$ cat src/rtl/blit_pkg.sv
// Shared types and constants for the sprite blitter: frame-buffer geometry,
// pixel/address widths and the FSM state encoding.
package blit_pkg;

   localparam int FB_W_DEF  = 320;
   localparam int FB_H_DEF  = 225;
   localparam int ADDR_W    = 19;
   localparam int PIX_W     = 5;
   localparam int DRAIN_CYC = 2;

   typedef enum logic [1:0] {
      IDLE  = 2'd0,
      RUN   = 2'd1,
      DRAIN = 2'd2,
      DONE  = 2'd3
   } blit_state_t;

   typedef logic [ADDR_W-1:0] fb_addr_t;
   typedef logic [PIX_W-1:0]  pix_t;

endpackage

$ cat src/rtl/sprite_blitter_if.sv
// Blit request, source-RAM read port and frame-RAM write port of the sprite blitter.
// master: game logic plus RAM side; slave: the blitter.
interface sprite_blitter_if;
   import blit_pkg::*;

   logic       start;
   fb_addr_t   src_base;
   logic [8:0] src_w;
   logic [7:0] src_h;
   logic [8:0] dst_x;
   logic [7:0] dst_y;
   fb_addr_t   src_read_address;
   pix_t       src_data_Out;
   fb_addr_t   fb_write_address;
   pix_t       fb_data_In;
   logic       fb_we;
   logic       busy;
   logic       done;

   modport master (
      output start, src_base, src_w, src_h, dst_x, dst_y, src_data_Out,
      input  src_read_address, fb_write_address, fb_data_In, fb_we, busy, done
   );

   modport slave (
      input  start, src_base, src_w, src_h, dst_x, dst_y, src_data_Out,
      output src_read_address, fb_write_address, fb_data_In, fb_we, busy, done
   );

endinterface

$ cat src/rtl/blit_addr_gen.sv
// Walks a sprite row-major: column/row counters, source address, destination
// row base and clip flag for the current pixel.
module blit_addr_gen
   import blit_pkg::*;
#(
   parameter int FB_W = FB_W_DEF,
   parameter int FB_H = FB_H_DEF
) (
   input  logic       i_clk,
   input  logic       i_rst_n,
   input  logic       i_load,
   input  logic       i_step,
   input  fb_addr_t   i_src_base,
   input  logic [8:0] i_src_w,
   input  logic [7:0] i_src_h,
   input  logic [8:0] i_dst_x,
   input  logic [7:0] i_dst_y,
   output fb_addr_t   o_src_addr,
   output fb_addr_t   o_dst_addr,
   output logic       o_in_bounds,
   output logic       o_last
);

   logic [8:0] r_w;
   logic [7:0] r_h;
   logic [8:0] r_dx;
   logic [8:0] r_col;
   logic [7:0] r_row;
   logic [9:0] r_ysum;
   fb_addr_t   r_src_addr;
   fb_addr_t   r_row_base;
   logic [9:0] w_xsum;
   logic       w_row_end;

   assign w_xsum    = 10'(r_dx) + 10'(r_col);
   assign w_row_end = (r_col == r_w - 9'd1);

   always_ff @(posedge i_clk or negedge i_rst_n) begin
      if (!i_rst_n) begin
         r_w        <= '0;
         r_h        <= '0;
         r_dx       <= '0;
         r_col      <= '0;
         r_row      <= '0;
         r_ysum     <= '0;
         r_src_addr <= '0;
         r_row_base <= '0;
      end else if (i_load) begin
         r_w        <= i_src_w;
         r_h        <= i_src_h;
         r_dx       <= i_dst_x;
         r_col      <= '0;
         r_row      <= '0;
         r_ysum     <= 10'(i_dst_y);
         r_src_addr <= i_src_base;
         // constant-coefficient product, reduces to shifts and adds
         r_row_base <= ADDR_W'(i_dst_y) * ADDR_W'(FB_W);
      end else if (i_step) begin
         r_src_addr <= r_src_addr + 1'b1;
         if (w_row_end) begin
            r_col      <= '0;
            r_row      <= r_row + 8'd1;
            r_ysum     <= r_ysum + 10'd1;
            r_row_base <= r_row_base + ADDR_W'(FB_W);
         end else begin
            r_col <= r_col + 9'd1;
         end
      end
   end

   assign o_src_addr  = r_src_addr;
   assign o_dst_addr  = r_row_base + ADDR_W'(w_xsum);
   assign o_in_bounds = (w_xsum < 10'(FB_W)) && (r_ysum < 10'(FB_H));
   assign o_last      = w_row_end && (r_row == r_h - 8'd1);

endmodule

$ cat src/rtl/sprite_blitter.sv
// Copies a row-major sprite from source RAM into the frame buffer with edge clipping.
// Build option SPRITE_BLIT_TRANSPARENCY_EN: pixels equal to TRANSPARENT_IDX are not written.
//
// state | meaning
// IDLE  | waiting for start; geometry latched when start seen
// RUN   | one source read per cycle
// DRAIN | flushing the read-latency and write stages
// DONE  | one-cycle completion pulse
module sprite_blitter
   import blit_pkg::*;
#(
   parameter int   FB_W            = FB_W_DEF,
   parameter int   FB_H            = FB_H_DEF,
   parameter pix_t TRANSPARENT_IDX = 5'd0
) (
   input logic             Clk,
   input logic             Reset_n,
   sprite_blitter_if.slave bus
);

   blit_state_t r_state;
   blit_state_t w_state_nxt;
   logic [1:0]  r_drain_cnt;

   logic        w_load;
   logic        w_zero;
   logic        w_step;
   logic        w_last;
   logic        w_in_bounds;
   logic        w_opaque;
   fb_addr_t    w_src_addr;
   fb_addr_t    w_dst_addr;

   logic        r_v1;
   logic        r_inb1;
   fb_addr_t    r_dst1;
   logic        r_fb_we;
   fb_addr_t    r_fb_addr;
   pix_t        r_fb_data;

   assign w_load = (r_state == IDLE) && bus.start;
   assign w_zero = (bus.src_w == 9'd0) || (bus.src_h == 8'd0);
   assign w_step = (r_state == RUN) && !w_last;

   blit_addr_gen #(
      .FB_W (FB_W),
      .FB_H (FB_H)
   ) u_addr_gen (
      .i_clk       (Clk),
      .i_rst_n     (Reset_n),
      .i_load      (w_load),
      .i_step      (w_step),
      .i_src_base  (bus.src_base),
      .i_src_w     (bus.src_w),
      .i_src_h     (bus.src_h),
      .i_dst_x     (bus.dst_x),
      .i_dst_y     (bus.dst_y),
      .o_src_addr  (w_src_addr),
      .o_dst_addr  (w_dst_addr),
      .o_in_bounds (w_in_bounds),
      .o_last      (w_last)
   );

   always_ff @(posedge Clk or negedge Reset_n) begin
      if (!Reset_n) begin
         r_state     <= IDLE;
         r_drain_cnt <= '0;
      end else begin
         r_state <= w_state_nxt;
         if ((r_state == RUN) && w_last)
            r_drain_cnt <= 2'(DRAIN_CYC - 1);
         else if ((r_state == DRAIN) && (r_drain_cnt != 2'd0))
            r_drain_cnt <= r_drain_cnt - 2'd1;
      end
   end

   always_comb begin
      w_state_nxt = r_state;
      unique case (r_state)
         IDLE:    if (bus.start) w_state_nxt = w_zero ? DONE : RUN;
         RUN:     if (w_last) w_state_nxt = DRAIN;
         DRAIN:   if (r_drain_cnt == 2'd0) w_state_nxt = DONE;
         DONE:    w_state_nxt = IDLE;
         default: w_state_nxt = IDLE;
      endcase
   end

`ifdef SPRITE_BLIT_TRANSPARENCY_EN
   assign w_opaque = (bus.src_data_Out != TRANSPARENT_IDX);
`else
   logic w_unused_tidx;
   assign w_unused_tidx = ^TRANSPARENT_IDX;
   assign w_opaque      = 1'b1;
`endif

   // stage 1 waits out the source read latency; stage 2 drives the frame RAM
   always_ff @(posedge Clk or negedge Reset_n) begin
      if (!Reset_n) begin
         r_v1      <= 1'b0;
         r_inb1    <= 1'b0;
         r_dst1    <= '0;
         r_fb_we   <= 1'b0;
         r_fb_addr <= '0;
         r_fb_data <= '0;
      end else begin
         r_v1    <= (r_state == RUN);
         r_inb1  <= w_in_bounds;
         r_dst1  <= w_dst_addr;
         r_fb_we <= r_v1 && r_inb1 && w_opaque;
         if (r_v1) begin
            r_fb_addr <= r_dst1;
            r_fb_data <= bus.src_data_Out;
         end
      end
   end

   assign bus.src_read_address = w_src_addr;
   assign bus.fb_write_address = r_fb_addr;
   assign bus.fb_data_In       = r_fb_data;
   assign bus.fb_we            = r_fb_we;
   assign bus.busy             = (r_state == RUN) || (r_state == DRAIN);
   assign bus.done             = (r_state == DONE);

endmodule

$ cat src/flat_wrapper.sv
// flat-port wrapper written by rule: the top's interface ports become plain ports
module sprite_blitter_flat import blit_pkg::*;
#(
   parameter int   FB_W            = FB_W_DEF,
   parameter int   FB_H            = FB_H_DEF,
   parameter pix_t TRANSPARENT_IDX = 5'd0
)
  (Clk, Reset_n, bus_start, bus_src_base, bus_src_w, bus_src_h, bus_dst_x, bus_dst_y, bus_src_data_Out, bus_src_read_address, bus_fb_write_address, bus_fb_data_In, bus_fb_we, bus_busy, bus_done);
  sprite_blitter_if bus_i ();
  input logic Clk;
  input logic Reset_n;
  input wire logic [$bits(bus_i.start)-1:0] bus_start;
  input wire logic [$bits(bus_i.src_base)-1:0] bus_src_base;
  input wire logic [$bits(bus_i.src_w)-1:0] bus_src_w;
  input wire logic [$bits(bus_i.src_h)-1:0] bus_src_h;
  input wire logic [$bits(bus_i.dst_x)-1:0] bus_dst_x;
  input wire logic [$bits(bus_i.dst_y)-1:0] bus_dst_y;
  input wire logic [$bits(bus_i.src_data_Out)-1:0] bus_src_data_Out;
  output wire logic [$bits(bus_i.src_read_address)-1:0] bus_src_read_address;
  output wire logic [$bits(bus_i.fb_write_address)-1:0] bus_fb_write_address;
  output wire logic [$bits(bus_i.fb_data_In)-1:0] bus_fb_data_In;
  output wire logic [$bits(bus_i.fb_we)-1:0] bus_fb_we;
  output wire logic [$bits(bus_i.busy)-1:0] bus_busy;
  output wire logic [$bits(bus_i.done)-1:0] bus_done;
  assign bus_i.start = bus_start;
  assign bus_i.src_base = bus_src_base;
  assign bus_i.src_w = bus_src_w;
  assign bus_i.src_h = bus_src_h;
  assign bus_i.dst_x = bus_dst_x;
  assign bus_i.dst_y = bus_dst_y;
  assign bus_i.src_data_Out = bus_src_data_Out;
  assign bus_src_read_address = bus_i.src_read_address;
  assign bus_fb_write_address = bus_i.fb_write_address;
  assign bus_fb_data_In = bus_i.fb_data_In;
  assign bus_fb_we = bus_i.fb_we;
  assign bus_busy = bus_i.busy;
  assign bus_done = bus_i.done;
  sprite_blitter #(.FB_W(FB_W), .FB_H(FB_H), .TRANSPARENT_IDX(TRANSPARENT_IDX)) u_core (.Clk(Clk), .Reset_n(Reset_n), .bus(bus_i));
endmodule
$ cat config.mk
export PLATFORM = sky130hd
export DESIGN_NAME = sprite_blitter_flat
export DESIGN_NICKNAME = d
export VERILOG_FILES = /design/src/rtl/blit_pkg.sv /design/src/rtl/sprite_blitter_if.sv /design/src/rtl/blit_addr_gen.sv /design/src/rtl/sprite_blitter.sv /design/src/flat_wrapper.sv
export SDC_FILE = /design/constraint.sdc
export NUM_CORES = 1
export LEC_CHECK = 0
export ABC_CLOCK_PERIOD_IN_PS = 4220
export BUFFER_PORTS_ARGS = -buffer_cell sky130_fd_sc_hd__buf_4
export CAP_MARGIN = 5
export CORE_ASPECT_RATIO = 0.6
export CORE_UTILIZATION = 55
export CTS_CLUSTER_SIZE = 24
export DETAILED_ROUTE_END_ITERATION = 10
export PLACE_DENSITY = 0.77
export SETUP_SLACK_MARGIN = 0.02
export SYNTH_ARGS = -nofsm -noshare
export SYNTH_HDL_FRONTEND = slang
export SYNTH_SLANG_ARGS = --single-unit
$ cat constraint.sdc
create_clock -name Clk -period 4.22 [get_ports Clk]
set_input_delay 0.211 -clock Clk [delete_from_list [all_inputs] [get_ports Clk]]
set_output_delay 0.211 -clock Clk [all_outputs]
set_load 0.1 [all_outputs]
==> results.json, run 1 <==
{
  "grtUsageTotal_pct": 28.64,
  "synth_area_um2": 7644,
  "max_slew_margin_pct": 29.33,
  "finalSetupViolations": 0,
  "worstPathRequired_ns": 4.50,
  "gr-total-overflow": 0,
  "vias": 6698,
  "cp_max_fo": 6,
  "p_int_w": 0.002226,
  "antenna_found_initial": 0,
  "synth_cells": 822,
  "drt-vias-per-instance": 5.975,
  "synth_top_area_cell": "dfrtp_1",
  "clkLatencyLatePin_ns": 0.42,
  "ys_types": 59,
  "start_util_pct": 57.85,
  "clkSlewWorstSetupHoldPaths_ns": 0.06,
  "crit_chain": "ha_1, inv_1, fa_1, nor2b_1, o21a_1, o21ai_1, a31oi_1, o21ai_0, a21boi_1, nor2_1, ha_1, a21oi_1, nor2b_1, nor2_2, o21a_2, nor3_1, xor2_1",
  "slowest_delay_ns": 0.43,
  "grt_pass1_vias": 6746,
  "r2r-end": "u_core.r_dst1[16]",
  "fin_area_um2": 9360,
  "crit_type": "reg -> reg",
  "power.leakage_nw": 4.314,
  "clockBufferDepth": 2,
  "whs_path_depth": 3,
  "drive_gt1_share_pct": 19.14,
  "post-route-drc-count": 0,
  "dieArea_um2": 14390,
  "synth.avg_cell_area_um2": 9.299,
  "antenna_cells": 0,
  "setup-tns-final_ns": 0,
  "synth_edf_count": 0,
  "ys_warn_count": 0,
  "seq_area_frac_synth_pct": 44.20,
  "cts_tree": "yes",
  "first_pass_iters": 5,
  "layout_min_cycle_time_ns": 3.928,
  "dp_hpwl_um": 13490,
  "crit_family": "compound AO/OA/AOI/OAI gates",
  "start_kind": "flop",
  "syn-num-nets": 925,
  "hold_path_end": "u_core.u_addr_gen.o_src_addr[2]",
  "hold_viol_final": 0,
  "status": "completed",
  "worstPathArrival_ns": 4.21,
  "die_h_um": 93.32,
  "cts-root-buf": "clkbuf_16",
  "reg2reg_depth": 17,
  "numCtsBuffers": 17,
  "dr.first_iter.drc_count": 687,
  "num_io_pins": 107,
  "period_share_pct": 93.07,
  "ys.flop_type": "dfrtp_1",
  "ys_seq_elements": 135,
  "slowest_stage": "dfrtp_2",
  "vdd_drop_max_uv": 236.0,
  "finalWeightedCongestion": 0.9072,
  "combPwrFrac_pct": 5.8,
  "grt_max_degree": 99,
  "place_area_um2": 8564,
  "wl_per_cell_um": 17.43,
  "sw_frac_of_total_pct": 23.51,
  "cts.sink_count": 135,
  "r2r-start": "u_core.u_addr_gen.r_col[0]",
  "dp.cells": 1068,
  "regToRegSetupSlack_ns": 0.29,
  "end_kind": "flop",
  "rsz0062_at_grt": "no",
  "finalWirelength_um": 19540,
  "fin_skew_ns": 0.01240,
  "critPathBufInv": 1,
  "power.share.sequential_pct": 44.7,
  "num-nets-final": 1041,
  "slew_viol_final": 0,
  "yosys.area.top_type_share_pct": 44.20,
  "power.density_nw_per_um2": 310.9,
  "final_cells": 1121,
  "ant_nets": 0,
  "die_w_um": 154.2,
  "htree_levels": 4,
  "yosys-top-cells-area": "dfrtp_1 44%, ha_1 6.5%, nand2_1 6.4%",
  "port_buffers": 106,
  "grt_pass1_wl_um": 32470,
  "row_count": 32,
  "clkPwrFrac_pct": 49.6,
  "worst_slew_pin_slew_ns": 1.060,
  "p_switching_w": 0.0006842,
  "min_from": "bus_src_base[2]",
  "core_um2": 13210,
  "area_growth_pct": 22.46,
  "fmax_mhz": 254.6,
  "maxCapViolations": 0,
  "synthArstFlopShare_pct": 100.0,
  "power_w": 0.002910,
  "min_path_type": "in -> reg"
}
[cells in the final DEF (no fill, tap or decap), types with 26 or more instances in the layout]
master	n
dfrtp_1	134
inv_1	27
nor2_1	55
buf_4	112
xor2_1	26
nand2_1	129
ha_1	40
xnor2_1	36
o21ai_0	43
a21oi_1	42
mux2_2	26
[worst reg2reg max path: cells and delay by family, from the launching register on]
kind,cells,cell delay [ns]
AND/OR/NAND/NOR,5,0.69
buffers and inverters,1,0.06
flip-flops,1,0.43
AO/OA/AOI/OAI,7,1.53
XOR/XNOR,1,0.16
adder cells (fa/ha/maj),3,0.94
[through the flow]
stage / hold slack, ns / setup WS, ns / util [%]
4_1_cts: 0.0008291 / 0.04619 / 70.76
5_1_grt: 0.01031 / 0.00008393 / 70.84
6_report: 0.003340 / 0.2925 / 70.84
2_1_floorplan: -0.08459 / 0.8387 / -
3_3_place_gp: 0.3702 / 0.4882 / 64.82
3_5_place_dp: 0.3817 / 0.1596 / 64.82
[Yosys cell counts (12+ instances only)]
library cell  instances
o21ai_0              44
xor2_1               26
mux2_2               26
nor3_1               21
nor2_1               56
nand3_1              22
and3_1               12
or3_1                14
xnor2_1              36
a21oi_1              42
ha_1                 40
dfrtp_1             135
clkbuf_1             30
inv_1                27
a31oi_1              18
nand4_1              15
nand2_1             130
nor4_1               14
[worst max-delay path by stage]
stage	startpoint	end	slack, ns	depth (start not counted)
2_1_floorplan	u_core.u_addr_gen.r_col[0]	u_core.r_dst1[18]	0.84	17
3_3_place_gp	u_core.u_addr_gen.r_col[0]	u_core.r_dst1[18]	0.49	17
3_5_place_dp	u_core.u_addr_gen.r_col[0]	u_core.r_dst1[16]	0.16	17
4_1_cts	u_core.u_addr_gen.r_col[0]	u_core.r_dst1[18]	0.05	17
5_1_grt	u_core.u_addr_gen.r_col[0]	u_core.r_dst1[18]	0.00008	17
6_report	u_core.u_addr_gen.r_col[0]	u_core.r_dst1[16]	0.29	17
[power by group through the flow]
stage | clock network [W] | registers (W) | logic [W]
6_report | 0.00144 | 0.00130 | 0.000168
5_1_grt | 0.00151 | 0.00130 | 0.000185
4_1_cts | 0.00145 | 0.00130 | 0.000168
3_5_place_dp | 0 | 0.00132 | 0.000152
3_3_place_gp | 0 | 0.00132 | 0.000147
2_1_floorplan | 0 | 0.00135 | 0.0000355
[layout make-up]
class,instances,area (µm²)
Timing Repair Buffer,134,1062
Clock inverter,11,113.9
Inverter,27,101.3
Multi-Input combinational cell,623,4030
Tap cell,170,212.7
Clock buffer,21,460.4
Sequential cell,135,3379
Fill cell,959,3852
[flip-flops by register name, indices dropped and copies added (netlist names)]
signal,cells
u_core.bus.fb_write_address,19
u_core.r_dst1,19
u_core.u_addr_gen.o_src_addr,19
u_core.u_addr_gen.r_row_base,13
u_core.u_addr_gen.r_ysum,10
u_core.u_addr_gen.r_col,9
u_core.u_addr_gen.r_dx,9
u_core.u_addr_gen.r_w,9
u_core.u_addr_gen.r_h,8
u_core.u_addr_gen.r_row,8
u_core.bus.fb_data_In,5
u_core.r_drain_cnt,2
u_core.r_state,2
u_core.bus.fb_we,1
u_core.r_inb1,1
u_core.r_v1,1
[cells by family (layout without fill, tap and decap cells)]
| logic type | after synthesis | after routing | share of synthesized area, % |
|---|---|---|---|
| and+or+nand+nor | 321 | 321 | 20.10 |
| AOI/OAI and AO/OA | 163 | 163 | 13.34 |
| DFF | 135 | 135 | 44.20 |
| buffers and inverters | 64 | 193 | 3.258 |
| xor gates and xnor gates | 62 | 62 | 7.104 |
| adders and majority gates | 42 | 42 | 7.072 |
| muxes | 34 | 34 | 4.878 |
| other | 1 | 1 | 0.04906 |
[what timing repair did]
item,CTS,global route
hold buffers,21,0
hold endpoints to repair,117,0
endpoints found under the setup margin,0,8
gates resized for setup,0,6
setup buffers,0,0
[metal layers]
metal,global-route usage [%],wire length [µm],vias to the layer above
li1,-,-,3145
met1,39.23,8906,3244
met2,45.11,8962,268
met3,6.024,1322,41
met4,10.50,354,0
met5,0,0,-
Note: power is estimated with default switching activity, not from simulation.
==> run 2, diff against run 1 <==
--- a/config.mk
+++ b/config.mk
@@ -6,13 +6,13 @@
 export NUM_CORES = 1
 export LEC_CHECK = 0
 export ABC_CLOCK_PERIOD_IN_PS = 4220
-export BUFFER_PORTS_ARGS = -buffer_cell sky130_fd_sc_hd__buf_4
 export CAP_MARGIN = 5
 export CORE_ASPECT_RATIO = 0.6
 export CORE_UTILIZATION = 55
 export CTS_CLUSTER_SIZE = 24
 export DETAILED_ROUTE_END_ITERATION = 10
-export PLACE_DENSITY = 0.77
+export DONT_BUFFER_PORTS = 1
+export PLACE_DENSITY = 0.7
 export SETUP_SLACK_MARGIN = 0.02
 export SYNTH_ARGS = -nofsm -noshare
 export SYNTH_HDL_FRONTEND = slang
==> run 2 against run 1 <==
Compared with the run above:
- maximum frequency up 3.0%
- worst setup slack gained 0.12 ns
- combinational power fell by 29%
- cell area decreased by 3.3%
- sequential power about the same
- core utilization shrank 2.3 points
- count of clock-buffer cells in the layout shrank 2
- register-to-register slack improved by 0.12 ns
- via count shrank 5.9%
- clock skew shrank 0.0050 ns
==> results.json, run 2 (synthesized netlist as in run 1, its figures left out) <==
{
  "fmax_mhz": 262.4,
  "start_util_pct": 57.85,
  "dr.first_iter.drc_count": 462,
  "endpoint": "u_core.r_dst1[18]",
  "worst_slew_pin_slew_ns": 1.029,
  "wl_per_cell_um": 17.68,
  "final_common_cell": "dfrtp_1",
  "finalSetupViolations": 0,
  "row_count": 32,
  "crit_path_start": "u_core.u_addr_gen.r_col[0]",
  "fin_util_pct": 68.50,
  "clockBufferDepth": 2,
  "vias": 6300,
  "layout_min_cycle_time_ns": 3.811,
  "crit_type": "reg -> reg",
  "dieArea_um2": 14390,
  "regToRegSetupSlack_ns": 0.41,
  "fin_area_um2": 9051,
  "core_um2": 13210,
  "place_area_um2": 7833,
  "end_kind": "flop",
  "period_share_pct": 90.32,
  "clkLatencyLatePin_ns": 0.42,
  "gr-total-overflow": 0,
  "grt_pass1_vias": 6257,
  "max_slew_margin_pct": 31.41,
  "cts-root-buf": "clkbuf_16",
  "start_kind": "flop",
  "grtUsageTotal_pct": 27.57,
  "r2r-end": "u_core.r_dst1[18]",
  "finalWirelength_um": 18790,
  "clkSlewWorstSetupHoldPaths_ns": 0.06,
  "power.leakage_nw": 4.024,
  "grt_pass1_wl_um": 31040,
  "dp_hpwl_um": 12330,
  "min_path_type": "in -> reg",
  "reg2reg_depth": 17,
  "cts_setup_buffers": 0,
  "drt-vias-per-instance": 5.927,
  "cp_max_fo": 6,
  "finalWeightedCongestion": 0.8272,
  "power.density_nw_per_um2": 327.6,
  "grt_max_degree": 136,
  "layout_common_cells": "135 x dfrtp_1, 129 x nand2_1, 59 x dlygate4sd3_1, 55 x nor2_1, 44 x o21ai_0",
  "cts_tree": "yes",
  "port_buffers": 0,
  "antenna_found_initial": 0,
  "min_from": "bus_dst_y[2]",
  "num_io_pins": 107,
  "hold_viol_final": 0,
  "fin_skew_ns": 0.007408,
  "rsz0062_at_grt": "no",
  "r2r-start": "u_core.u_addr_gen.r_col[0]",
  "numCtsBuffers": 17,
  "first_pass_iters": 5,
  "slew_viol_final": 0,
  "cts.sink_count": 135,
  "area_growth_pct": 18.42,
  "drive_gt1_share_pct": 9.518,
  "worstPathArrival_ns": 4.16,
  "status": "completed",
  "htree_levels": 4,
  "vdd_drop_max_uv": 245.9,
  "maxCapViolations": 0,
  "setup-tns-final_ns": 0,
  "antenna_cells": 0,
  "die_w_um": 154.2,
  "die_h_um": 93.32,
  "ant_nets": 0,
  "whs_path_depth": 3,
  "worstPathRequired_ns": 4.56,
  "num-nets-final": 983,
  "post-route-drc-count": 0
}
-- run 2: cell count changes in the layout (fill, tap and decap cells not counted), moves of 2 or more --
| cell | previous run | this run |
|---|---|---|
| bufinv_16 | 1 | 3 |
| inv_6 | 4 | 1 |
| clkinv_2 | 0 | 5 |
| buf_4 | 112 | 16 |
| dlygate4sd3_1 | 21 | 59 |
| clkinv_4 | 3 | 0 |
-- run 2: worst max-delay path, cell delays in order (launching register included) --
cell	delay, ns
dfrtp_1	0.46
ha_1	0.22
inv_1	0.06
fa_1	0.39
nor2b_1	0.14
o21a_1	0.23
o21ai_0	0.17
a31oi_1	0.25
o21ai_0	0.14
a21boi_1	0.19
nor2_1	0.07
ha_1	0.33
a21oi_1	0.11
nor2b_1	0.18
nor2_2	0.10
o21a_2	0.17
nor4_1	0.33
xor2_1	0.19
-- run 2: power by group --
| group | total, W | leakage [nW] | switching [W] | internal, W |
|---|---|---|---|---|
| Sequential | 0.00133 | 1.69 | 0.0000281 | 0.00130 |
| Combinational | 0.000120 | 2.05 | 0.0000581 | 0.0000616 |
| Clock | 0.00152 | 0.285 | 0.000580 | 0.000940 |
| Total | 0.00297 | 4.02 | 0.000666 | 0.00230 |
-- run 2: worst min-delay path by stage --
| stage | end | slack, ns |
|---|---|---|
| after floorplan | u_core.bus.fb_data_In[0] | -0.08 |
| after global placement | u_core.u_addr_gen.r_w[3] | -0.08 |
| after detailed placement | u_core.u_addr_gen.r_w[3] | -0.08 |
| after CTS | u_core.u_addr_gen.r_row_base[15] | 0.03 |
| after global routing | u_core.u_addr_gen.r_row_base[8] | 0.07 |
| final | u_core.u_addr_gen.r_row_base[8] | 0.04 |
-- run 2: timing repair --
item,CTS,global route
endpoints found under the hold margin,194,0
resized for setup,0,3
setup endpoints to repair,0,5
hold buffers,60,0
-- run 2: layer usage --
metal | share of wire (%) | up-vias | GRT usage [%]
met2 | 46 | 234 | 45.08
li1 | - | 3017 | -
met4 | 1.4 | 0 | 9.667
met3 | 6.7 | 29 | 5.839
met1 | 46 | 3020 | 36.55
met5 | 0 | - | 0
-- run 2: cell type report --
cell class                 count  area (µm²)
fill                        1000        4161
multi-input combinational    623        4024
sequential                   135        3378
timing repair buffer          76       738.2
clock buffer                  19       442.9
tap                          170       212.7
clock inverter                13       153.9
inverter                      27       101.3
-- run 2: through the flow --
stage                     power (W)  setup WS, ns  hold WS [ns]  instances
after global placement     0.001391        0.4575      -0.07858        971
after detailed placement   0.001393        0.3144      -0.07948        971
final                      0.002966        0.4086       0.04297       1063
after CTS                  0.002989        0.2629       0.03047       1063
after global routing       0.003047       0.04851       0.06591       1063
after floorplan            0.001385        0.8387      -0.08459        822
